**config.mk**
```make
export PLATFORM = sky130hd
export DESIGN_NAME = ifu_fetch_queue
export DESIGN_NICKNAME = d
export VERILOG_FILES = /design/src/rtl/ifu_pkg.sv /design/src/rtl/ifu_fetch_queue_inst_buf.sv /design/src/rtl/ifu_fetch_queue.sv
export SDC_FILE = /design/constraint.sdc
export NUM_CORES = 1
export LEC_CHECK = 0
export ABC_CLOCK_PERIOD_IN_PS = 2850
export CAP_MARGIN = 20
export CORE_UTILIZATION = 51
export DETAILED_ROUTE_END_ITERATION = 10
export PLACE_DENSITY = 0.77
export SYNTH_ARGS = -nofsm -noshare
export SYNTH_HDL_FRONTEND = slang
export SYNTH_SLANG_ARGS = --single-unit
```
**constraint.sdc**
```tcl
create_clock -name clk -period 2.85 [get_ports clk]
set_input_delay 0.57 -clock clk [delete_from_list [all_inputs] [get_ports clk]]
set_output_delay 0.57 -clock clk [all_outputs]
set_load 0.01 [all_outputs]
```
**src/rtl/ifu_pkg.sv**
```systemverilog
// Shared types and constants for the instruction fetch queue.
// Fixed 32-bit widths here are the package defaults; the RTL itself is parametrised.
package ifu_pkg;

    localparam int ILEN       = 32;
    localparam int WIDTH      = 32;
    localparam int INST_BYTES = 4;

    typedef struct packed {
        logic [ILEN-1:0]  inst;
        logic [WIDTH-1:0] pc;
        logic             filled;
    } ifu_entry_t;

    typedef enum logic {
        RSP_FILL,
        RSP_DROP
    } ifu_rsp_t;

endpackage

```
**src/rtl/ifu_fetch_queue_inst_buf.sv**
```systemverilog
// DEPTH-slot circular buffer of {inst, pc}. Slots are allocated at request time
// and filled in order by responses; pops are taken from the head.
module ifu_inst_buf #(
    parameter int WIDTH = 32,
    parameter int ILEN  = 32,
    parameter int DEPTH = 4,
    localparam int PW   = $clog2(DEPTH),
    localparam int CW   = $clog2(DEPTH + 1)
) (
    input  logic                  clk,
    input  logic                  rst,
    input  logic                  alloc,
    input  logic [WIDTH-1:0]      alloc_pc,
    input  logic                  fill,
    input  logic [ILEN-1:0]       fill_inst,
    input  logic                  pop,
    input  logic                  flush,
    output logic                  head_valid,
    output logic [ILEN+WIDTH-1:0] head_data,
    output logic [CW-1:0]         count,
    output logic [CW-1:0]         pending
);
    import ifu_pkg::*;

    logic [ILEN-1:0]  inst_q [DEPTH];
    logic [WIDTH-1:0] pc_q   [DEPTH];
    logic [DEPTH-1:0] filled_q;
    logic [PW-1:0]    head_q, tail_q, fill_q;
    logic [CW-1:0]    count_q, pending_q;

    // pending_q counts allocated slots still waiting for their response.
    always_ff @(posedge clk or negedge rst) begin
        if (!rst) begin
            head_q    <= '0;
            tail_q    <= '0;
            fill_q    <= '0;
            count_q   <= '0;
            pending_q <= '0;
        end else if (flush) begin
            head_q    <= '0;
            tail_q    <= '0;
            fill_q    <= '0;
            count_q   <= '0;
            pending_q <= '0;
        end else begin
            if (alloc) tail_q <= tail_q + PW'(1);
            if (fill)  fill_q <= fill_q + PW'(1);
            if (pop)   head_q <= head_q + PW'(1);
            count_q   <= count_q + CW'(alloc) - CW'(pop);
            pending_q <= pending_q + CW'(alloc) - CW'(fill);
        end
    end

    // alloc, fill and pop always address three distinct slots, so their order is irrelevant.
    always_ff @(posedge clk or negedge rst) begin
        if (!rst) begin
            filled_q <= '0;
        end else if (flush) begin
            filled_q <= '0;
        end else begin
            if (alloc) filled_q[tail_q] <= 1'b0;
            if (fill)  filled_q[fill_q] <= 1'b1;
            if (pop)   filled_q[head_q] <= 1'b0;
        end
    end

    // NOTE: the payload storage is reset too, so ifu_data reads 0 rather than X after reset.
    always_ff @(posedge clk or negedge rst) begin
        if (!rst) begin
            for (int i = 0; i < DEPTH; i++) begin
                inst_q[i] <= '0;
                pc_q[i]   <= '0;
            end
        end else if (!flush) begin
            if (alloc) pc_q[tail_q]   <= alloc_pc;
            if (fill)  inst_q[fill_q] <= fill_inst;
        end
    end

    assign head_valid = (count_q != '0) && filled_q[head_q];
    assign head_data  = {inst_q[head_q], pc_q[head_q]};
    assign count      = count_q;
    assign pending    = pending_q;

endmodule

```
**src/rtl/ifu_fetch_queue.sv**
```systemverilog
// Pipelined instruction fetch: issues in-order memory requests against buffer
// credit, routes responses into the buffer or drops stale ones after a redirect.
module ifu_fetch_queue #(
    parameter int               WIDTH    = 32,
    parameter int               ILEN     = 32,
    parameter int               DEPTH    = 4,
    parameter logic [WIDTH-1:0] RESET_PC = 32'h8000_0000
) (
    input  logic                  clk,
    input  logic                  rst,
    input  logic                  start,
    input  logic                  redirect_valid,
    input  logic [WIDTH-1:0]      redirect_pc,
    output logic                  mem_req_valid,
    input  logic                  mem_req_ready,
    output logic [WIDTH-1:0]      mem_req_addr,
    input  logic                  mem_rsp_valid,
    input  logic [ILEN-1:0]       mem_rsp_data,
    output logic                  ifu_valid,
    output logic [ILEN+WIDTH-1:0] ifu_data,
    input  logic                  idu_ready
);
    import ifu_pkg::*;

    localparam int CW = $clog2(DEPTH + 1);

    logic [WIDTH-1:0] fetch_pc;
    logic [CW-1:0]    drop_cnt, count, pending, outstanding;
    logic             credit_ok, req_fire, rsp_take, fill, pop, head_valid;
    ifu_rsp_t         rsp_route;

    assign outstanding = drop_cnt + pending;
    assign credit_ok   = ({1'b0, count} + {1'b0, drop_cnt}) < (CW + 1)'(DEPTH);

    // NOTE: the request is combinational, so it is gated by rst to read 0 while reset is held.
    assign mem_req_valid = rst && start && !redirect_valid && credit_ok;
    assign mem_req_addr  = fetch_pc;
    assign req_fire      = mem_req_valid && mem_req_ready;

    assign rsp_route = (drop_cnt != '0) ? RSP_DROP : RSP_FILL;
    assign rsp_take  = mem_rsp_valid && (outstanding != '0);
    assign fill      = rsp_take && (rsp_route == RSP_FILL) && !redirect_valid;

    assign ifu_valid = head_valid;
    assign pop       = head_valid && idu_ready && !redirect_valid;

    always_ff @(posedge clk or negedge rst) begin
        if (!rst) begin
            fetch_pc <= RESET_PC;
        end else if (redirect_valid) begin
            fetch_pc <= {redirect_pc[WIDTH-1:2], 2'b00};
        end else if (req_fire) begin
            fetch_pc <= fetch_pc + WIDTH'(INST_BYTES);
        end
    end

    // On redirect every response still owed becomes a drop, minus one arriving right now.
    always_ff @(posedge clk or negedge rst) begin
        if (!rst) begin
            drop_cnt <= '0;
        end else if (redirect_valid) begin
            drop_cnt <= outstanding - CW'(rsp_take);
        end else if (rsp_take && (rsp_route == RSP_DROP)) begin
            drop_cnt <= drop_cnt - CW'(1);
        end
    end

    ifu_inst_buf #(
        .WIDTH (WIDTH),
        .ILEN  (ILEN),
        .DEPTH (DEPTH)
    ) u_buf (
        .clk        (clk),
        .rst        (rst),
        .alloc      (req_fire),
        .alloc_pc   (fetch_pc),
        .fill       (fill),
        .fill_inst  (mem_rsp_data),
        .pop        (pop),
        .flush      (redirect_valid),
        .head_valid (head_valid),
        .head_data  (ifu_data),
        .count      (count),
        .pending    (pending)
    );

    rsp_without_req: assert property (@(posedge clk) disable iff (!rst)
        !(mem_rsp_valid && (outstanding == '0)))
        else $error("ifu_fetch_queue: memory response with no request outstanding");

endmodule

```
==> results.md, run 1 <==
Run status:
- The run finished, with violations left.
- The final reports fail on design-rule violations.

Setup path:
- The largest fanout on the critical path is 2.
- The most prevalent standard cell on the critical path is sky130_fd_sc_hd__buf_6.
- Among all stages on the critical path, the largest delay is contributed by sky130_fd_sc_hd__dfrtp_4.
- The startpoint-to-endpoint class of the critical path is register to register.
- The worst setup path is launched from a register.
- The critical path goes through buf_6 -> buf_6 -> mux4_2 -> o31a_1 -> and2_4 -> nor2b_4 -> ha_1 -> inv_1 -> ha_2 -> inv_2 -> fa_2 -> xnor2_2 -> nor2_1.
- STA puts the critical path data required time at 3.26 ns.
- The kind of end point of the critical path is a register.
- The maximum cell stage delay along the critical path is 0.50 ns.
- The data arrival at the endpoint of the critical path is 3.25 ns.

Place:
- Detailed placement ended at an HPWL of 18800 microns.
- The cell area after placement is 0.0159 sq mm.
- The count of buffers added on input and output ports is 162.
- The global placement routability congestion is 0.800.

CTS:
- The CTS tree is done.
- The maximum number of buffers from clock root to sink is 3.
- The root cell of the clock tree is sky130_fd_sc_hd__clkbuf_16.
- The count of H-tree levels built during CTS is 1.
- After clock tree synthesis, the clock-pin slew on the worst setup and hold paths is 0.06 ns.
- The latest clock arrival within the worst-skew pair is 0.54 ns.
- The tree built by TritonCTS fans out to 297 sinks.
- The number of clock buffers added by TritonCTS is 31.

Global routing:
- The global-route wire length before repair is 50300 microns.
- The number of antenna violations at the first check in global routing is 0.
- Entering global routing, the biggest net connects 172 pins.
- Global routing finished with a remaining overflow of 0.
- The via count of the first global-routing pass is 9083.
- The overall global routing resource usage is 0.228.

Finish:
- Summing all multi-input logic gate instances after layout gives 0.00599 sq mm.
- Of the cells placed in the final design, the portion with a size suffix greater than 1 is 0.366.
- The footprint of the flip-flops and latches is 0.00744 sq mm.
- The fill cell instance count of the final layout is 1957.
- In the final design database the tool counted 1250 nets.
- Summing all non-filler instances in the final layout gives an area of 0.0173 sq mm.
- From synthesis to final layout, the design area changed by 25.5%.
- 0 antenna diodes ended up in the layout.

Floorplanning:
- The vertical die dimension is 166 microns.
- For this design the top-level I/O count stands at 169.
- The area inside the core boundary is 0.0263 sq mm.
- The starting density of the core is 0.525.
- The floorplan step set the die width to 166 microns.
- The placement row count is 59.
- The floorplan step defined a die boundary enclosing 0.0277 sq mm.

Yosys:
- Yosys attributes the largest share of cell area to sky130_fd_sc_hd__dfrtp_1, sky130_fd_sc_hd__mux2_2, sky130_fd_sc_hd__mux4_2, sky130_fd_sc_hd__ha_1, sky130_fd_sc_hd__nand2_1.
- The count of flip-flops with a built-in enable after synthesis is 0.
- sky130_fd_sc_hd__dfrtp_1 is the most common cell in the netlist.
- Counting flops with an async set or reset pin after synthesis yields a share of 1.00.
- The number of standard cells after synthesis is 980.
- The share of synthesized area in the top cell type comes to 0.537.
- The register bit total from synthesis is 297.
- The cell area that synthesis handed to floorplanning was 0.0138 sq mm.
- Ranked by instance count, the synthesized netlist is headed by sky130_fd_sc_hd__dfrtp_1, sky130_fd_sc_hd__mux2_2, sky130_fd_sc_hd__mux4_2.
- The cell taking the most area after synthesis is sky130_fd_sc_hd__dfrtp_1.
- The share of the Yosys chip area taken by registers is 0.539.
- A synthesized cell averages 14.1 sq um.
- The number of different library cells used by synthesis comes to 54.
- For this run, the number of Yosys warnings is 0.
- Among all flip-flop cells after synthesis, the most frequent one is sky130_fd_sc_hd__dfrtp_1.

Run:
- The number of maximum-capacitance constraint violations is 0.

Timing:
- The setup violation total in the final timing report is 0.
- Setup repair after global routing could not meet its margin everywhere.
- The final-report hold violation count is 0.
- The number of pins with negative max-slew slack in the final report is 0.
- The worst slew margin relative to its limit is 0.341.
- The post-route setup TNS is 0 ns.
- The minimum clock period after layout is 2.84 ns.
- The clock arrives with 0.00853 ns of skew.
- For the pin with the worst max-slew slack, the measured transition is 0.988 ns.
- Timing would allow up to 0.352 GHz.
- The share of the cycle needed by the critical path after routing is 0.997.

Drt:
- The final routed DRC violation total is 7.
- After the first detailed-routing iteration, the DRC count stood at 678.
- The final route contains 8765 vias.
- The number of search-and-repair iterations in the first detailed-routing pass is 8.
- The routed wire length per instance is 20.5 microns.
- In this run the remaining antenna-violating nets after routing total 0.
- The sum of routed wire length over all layers is 30900 microns.
- The via-per-instance ratio is 5.80.

Pwr:
- Power comes to 13.0 mW.
- The static power due to leakage is 8.06 nW.
- The power density of the placed cells is 753 mW/mm^2.
- The worst supply voltage drop on vdd is 0.000486 V.

Hold path:
- The min-delay analysis places its worst path in the category primary input to asynchronous set/reset pin.
## placed cells by master (no fill, tap or decap), types with 3 or more instances in the layout
master                              n
sky130_fd_sc_hd__clkbuf_8           9
sky130_fd_sc_hd__a21oi_1            5
sky130_fd_sc_hd__ha_1              23
sky130_fd_sc_hd__a22oi_1            4
sky130_fd_sc_hd__o211ai_1           7
sky130_fd_sc_hd__mux4_2            63
sky130_fd_sc_hd__mux2i_1            5
sky130_fd_sc_hd__mux2_2           233
sky130_fd_sc_hd__nand3_1           22
sky130_fd_sc_hd__clkbuf_2           8
sky130_fd_sc_hd__o311ai_0           7
sky130_fd_sc_hd__clkdlybuf4s50_1   97
sky130_fd_sc_hd__dfrtp_1          293
sky130_fd_sc_hd__clkbuf_16         33
sky130_fd_sc_hd__clkdlybuf4s15_1    3
sky130_fd_sc_hd__bufinv_16          8
sky130_fd_sc_hd__nor3_1             7
sky130_fd_sc_hd__fa_2               3
sky130_fd_sc_hd__o21ai_0           39
sky130_fd_sc_hd__clkinv_2           6
sky130_fd_sc_hd__a41oi_1            4
sky130_fd_sc_hd__a31oi_1            4
sky130_fd_sc_hd__xor2_1             6
sky130_fd_sc_hd__nand2_2            7
sky130_fd_sc_hd__buf_16             5
sky130_fd_sc_hd__a32oi_1            3
sky130_fd_sc_hd__dlygate4sd2_1     52
sky130_fd_sc_hd__buf_12            11
sky130_fd_sc_hd__and2_1             3
sky130_fd_sc_hd__conb_1             4
sky130_fd_sc_hd__nand2_1           59
sky130_fd_sc_hd__nand4_1           11
sky130_fd_sc_hd__and3_1             3
sky130_fd_sc_hd__inv_1             22
sky130_fd_sc_hd__xnor2_1            5
sky130_fd_sc_hd__buf_4             25
sky130_fd_sc_hd__nor2_1            25
sky130_fd_sc_hd__a221oi_1           4
## metal layers
layer,share of wire,global-route usage,vias up
li1,-,-,3968
met1,0.45,0.327,4591
met2,0.50,0.375,167
met3,0.031,0.0271,39
met4,0.017,0.0523,0
met5,0,0,-
## registers in the layout (all words and copies together) (netlist names)
name and count:
u_buf.head_q 2, drop_cnt 3, u_buf.filled_q 4, u_buf.count 3, u_buf.pc_q 120, u_buf.inst_q 128, u_buf.pending 3, u_buf.tail_q 2
mem_req_addr 30, u_buf.fill_q 2
## final timing paths
kind | start | slack, ns | depth (start not counted) | end
max | u_buf.head_q[0] | 0.01 | 13 | u_buf.count[2]
min | rst | 0.39 | 2 | u_buf.pc_q[41]
max reg2reg | u_buf.head_q[0] | 0.01 | 13 | u_buf.count[2]
min reg2reg | u_buf.pc_q[37] | 0.48 | 2 | u_buf.pc_q[37]
max in group asynchronous | rst | 1.30 | 3 | u_buf.inst_q[68]
min in group clk | redirect_valid | 0.47 | 3 | u_buf.pending[1]
## where the power goes
group | total (mW) | leakage (nW) | internal, mW | switching [mW]
combinational | 2.98 | 3.50 | 1.74 | 1.24
sequential | 5.45 | 3.97 | 4.97 | 0.484
clock | 4.60 | 0.593 | 2.94 | 1.66
## cell families (layout without fill, tap and decap cells)
logic type,count (synthesis),count (layout),share of synthesized area
other,1,4,0.000272
DFF,297,297,0.539
and+or+nand+nor,154,154,0.0536
buffers and inverters,96,289,0.0312
muxes,303,303,0.298
adders and majority gates,27,27,0.0261
AOI/OAI and AO/OA,89,89,0.0428
xor gates and xnor gates,13,13,0.00826
## stage by stage
stage | util | cells | hold slack, ns | setup slack, ns
floorplan | - | 983 | 0.274 | 0.0382
global placement | 0.605 | 1438 | 0.360 | 0.0298
detailed placement | 0.605 | 1438 | 0.359 | -0.00272
CTS | 0.654 | 1505 | 0.367 | -0.00514
global route | 0.658 | 1511 | 0.378 | -0.113
finish | 0.658 | 1511 | 0.391 | 0.00958
## worst max-delay path, delay by kind of cell (launching register included)
| family | cells | cell delay (ns) |
|---|---|---|
| AND/OR/NAND/NOR | 3 | 0.31 |
| buffers and inverters | 4 | 0.35 |
| AO/OA/AOI/OAI | 1 | 0.14 |
| adder cells (fa/ha/maj) | 3 | 0.82 |
| multiplexers | 1 | 0.44 |
| XOR/XNOR | 1 | 0.15 |
| flip-flops | 1 | 0.50 |
## cell type report
cell class,count,area share
flip-flops and latches,297,0.430
multi-input cells,590,0.346
repair buffers,209,0.126
clock buffers,41,0.0522
well taps,335,0.0242
clock inverters,16,0.0166
inverters,23,0.00499
## what timing repair did
action / 4_1_cts / 5_1_grt
gates resized for setup: 79 / 27
cloned: 2 / 2
pin swaps: 1 / 7
setup endpoints to repair: 58 / 12
buffers inserted: 7 / 4
hold buffers: 1 / 0
endpoints found under the hold margin: 1 / 0
No activity file was read; power rests on OpenSTA's default activity.
==> run 2, diff against run 1 <==
--- a/config.mk
+++ b/config.mk
@@ -5,11 +5,11 @@
 export SDC_FILE = /design/constraint.sdc
 export NUM_CORES = 1
 export LEC_CHECK = 0
-export ABC_CLOCK_PERIOD_IN_PS = 2850
-export CAP_MARGIN = 20
-export CORE_UTILIZATION = 51
+export CAP_MARGIN = 15
+export CORE_UTILIZATION = 52
+export CTS_BUF_LIST = sky130_fd_sc_hd__clkbuf_4
 export DETAILED_ROUTE_END_ITERATION = 10
-export PLACE_DENSITY = 0.77
+export PLACE_DENSITY = 0.78
 export SYNTH_ARGS = -nofsm -noshare
 export SYNTH_HDL_FRONTEND = slang
 export SYNTH_SLANG_ARGS = --single-unit
==> run 2 against run 1 <==
  * Final area fell by 0.85%
  * Largest power group unchanged
  * Final cell count rose by 5.4%
  * Register-to-register slack improved by 0.10 ns
  * The run now ends clean
  * Critical endpoint is now ifu_data[24]
  * Critical path depth fell by 8
  * Hold slack improved by 0.075 ns
==> results.md, run 2 (same netlist as run 1, synthesis figures left out) <==
Timing:
- The final-report hold violation count is 0 (unchanged).
- The setup violation total in the final timing report is 0 (unchanged).
- The minimum clock period after layout is 2.77 ns (-0.0703 ns).
- The share of the cycle needed by the critical path after routing is 0.972 (-0.0247).
- The upper clock frequency limit is 0.361 GHz (+2.5%).
- The worst slew margin relative to its limit is 0.390 (+0.0486).
- The number of pins with negative max-slew slack in the final report is 0 (unchanged).
- The clock skew after layout is 0.0438 ns (+0.0353 ns).
- The actual slew at the worst max-slew pin was 0.916 ns (-0.0729 ns).
- The post-route setup TNS is 0 ns (unchanged).

Finish:
- The total area of multi-input combinational cells is 0.00603 sq mm (+0.75%).
- The library cell used most frequently in the layout, excluding fill and tap cells, is sky130_fd_sc_hd__dfrtp_1.
- The library cells used most frequently in the layout, excluding fill and tap cells, are sky130_fd_sc_hd__dfrtp_1, sky130_fd_sc_hd__mux2_2, sky130_fd_sc_hd__clkbuf_4.
- The final core area utilization is 0.658 (about the same).
- The proportion of layout cells with a drive suffix above 1 came to 0.434 (+0.0674).
- The post-synthesis to final-layout area growth is 24.4%.
- The footprint of the flip-flops and latches was 0.00744 sq mm (about the same).
- The flip-flop count of the largest register after layout came to 128 (unchanged).
- The most flop-heavy register is u_buf.inst_q.
- The non-filler instance count after layout is 1592 (+5.4%).
- The total number of nets in the final design is 1313 (+5.0%).
- The fill cell instance count of the final layout is 1949 (-0.41%).

Run status:
- The flow ran to the end, and the final reports show no timing, DRC or antenna violations.

CTS:
- The count of H-tree levels built during CTS is 3 (+2).
- The number of buffers inserted during clock tree synthesis is 77 (+150%).
- The root cell of the clock tree is sky130_fd_sc_hd__clkbuf_4.
- The clock transition time at the flip-flop clock pins of the worst setup and hold paths is 0.07 ns (about the same).
- The maximum number of buffers from clock root to sink is 3 (unchanged).
- The latest clock arrival within the worst-skew pair is 0.67 ns (+0.13 ns).
- The CTS sink count was 297 (unchanged).
- The CTS tree is done.

Drt:
- The sum of routed wire length over all layers is 31900 microns (+3.3%).
- The amount of wire on met3 after detailed routing came to 1570 microns (+63%).
- The via-per-instance ratio is 5.71 (-1.6%).
- The number of vias after detailed routing is 9086 (+3.7%).
- The number of search-and-repair iterations in the first detailed-routing pass came to 6 (-2).
- The final routed DRC violation total is 0 (-7).
- The highest metal layer with signal wires is met4.
- The antenna violation net count after detailed routing is 0 (unchanged).
- The DRC violation total after the first TritonRoute iteration is 574 (-15%).
- The met1 wire length came to 13900 microns (-0.56%).
- The routed wire length per instance is 20.1 microns (-1.9%).
- The met2 wire length came to 15600 microns (+1.5%).

Global routing:
- The maximum number of pins on one net before global-route repair is 170 (-1.2%).
- The via count of the first global-routing pass is 9376 (+3.2%).
- The number of antenna violations at the first check in global routing was 1 (+1).
- The remaining global-route overflow is 0 (unchanged).
- The global-route wire length before repair is 50100 microns (-0.33%).
- The overall global routing resource usage is 0.243 (+0.0155).

Setup path:
- In this run the critical register-to-register path is captured at u_buf.pending[1].
- The largest fanout on the critical path is 8 (+6).
- STA classifies the critical path startpoint as a register.
- The setup path with the least slack is of type register to output port.
- The startpoint identified for the worst register-to-register timing path is drop_cnt[0].
- The worst reg-to-reg setup slack is 0.11 ns (+0.10 ns).
- The required time of the critical path is 2.28 ns (-0.98 ns).
- The worst setup path is captured at an output port.
- The data arrival at the endpoint of the critical path is 2.20 ns (-1.05 ns).
- The depth of the most critical reg-to-reg path is 12 (-1).

Hold path:
- The worst hold path terminates at mem_req_addr[18].
- The type of the most critical hold path is primary input to register.
- Along the worst hold path, the cell count comes to 3.
- The startpoint of the worst hold path is redirect_pc[18].

Floorplanning:
- The placement row count is 59 (unchanged).
- The total die area is 0.0272 sq mm (-1.9%).
- The floorplan die width came to 165 microns (-0.96%).
- The vertical die dimension is 165 microns (-0.96%).
- The area inside the core boundary is 0.0261 sq mm (-0.84%).
- The starting density of the core was 0.529 (+0.00446).
- The number of placed I/O pins is 169 (unchanged).

Pwr:
- The power density of the placed cells was 699 mW/mm^2 (-7.2%).
- The static power due to leakage came to 8.00 nW (-0.73%).
- The worst supply voltage drop on vdd came to 0.000423 V (-13%).

Place:
- The count of buffers inserted at the top-level ports is 162 (unchanged).
- The global placement routability congestion is 0.824 (+3.0%).
- The number of instances in the placed design is 1439 (+0.070%).
- The half-perimeter wire length after placement is 18600 microns (-1.1%).

Run:
- The number of maximum-capacitance constraint violations is 0 (unchanged).
-- run 2: through the flow --
step	power (mW)	cell area (sq um)	setup WS, ns	hold WS, ns
after floorplan	7.18	13800	0.0382	0.274
after global placement	8.65	15900	0.0942	0.458
after detailed placement	8.76	15900	0.0742	0.465
after CTS	12.1	17000	-0.00434	0.397
after global routing	12.7	17200	-0.00475	0.436
final	12.0	17200	0.0799	0.466
-- run 2: worst max-delay path by stage --
| stage | from | to | slack, ns | cells past startpoint |
|---|---|---|---|---|
| detailed placement | mem_rsp_valid | u_buf.pending[2] | 0.07 | 11 |
| global placement | mem_rsp_valid | u_buf.pending[2] | 0.09 | 11 |
| global route | u_buf.head_q[0] | ifu_data[20] | -0.005 | 5 |
| CTS | u_buf.head_q[0] | ifu_data[11] | -0.004 | 4 |
| finish | u_buf.head_q[0] | ifu_data[24] | 0.08 | 5 |
| floorplan | drop_cnt[0] | u_buf.pending[2] | 0.04 | 13 |
-- run 2: cell type report --
| class | count | share of cell area |
|---|---|---|
| multi-input cells | 590 | 0.352 |
| well taps | 335 | 0.0244 |
| repair buffers | 226 | 0.132 |
| clock buffers | 107 | 0.0468 |
| diodes | 1 | 0.000146 |
| inverters | 23 | 0.00503 |
| clock inverters | 13 | 0.00591 |
| flip-flops and latches | 297 | 0.434 |
-- run 2: worst max-delay path, stage by stage, from the launching register on --
cell	delay, ns
sky130_fd_sc_hd__dfrtp_4	0.51
sky130_fd_sc_hd__buf_4	0.15
sky130_fd_sc_hd__buf_6	0.13
sky130_fd_sc_hd__buf_16	0.16
sky130_fd_sc_hd__mux4_2	0.44
sky130_fd_sc_hd__buf_2	0.16
-- run 2: metal layers --
layer / global-route usage / vias to the layer above
met5: 0 / -
met4: 0.100 / 0
met3: 0.0492 / 59
met2: 0.383 / 268
met1: 0.331 / 4650
li1: - / 4109
-- run 2: repair_timing --
| action | in CTS | in global routing |
|---|---|---|
| pin swaps | 3 | 5 |
| cloned | 6 | 0 |
| resized for setup | 188 | 45 |
| buffers inserted | 14 | 10 |
| hold buffers | 1 | 0 |
| endpoints found under the setup margin | 64 | 50 |
| endpoints found under the hold margin | 41 | 0 |
-- run 2: where the power goes --
group	switching, mW	total (mW)	internal [mW]
registers	0.466	5.43	4.97
logic	1.26	3.05	1.79
clock network	1.63	3.52	1.89
total	3.36	12.0	8.64
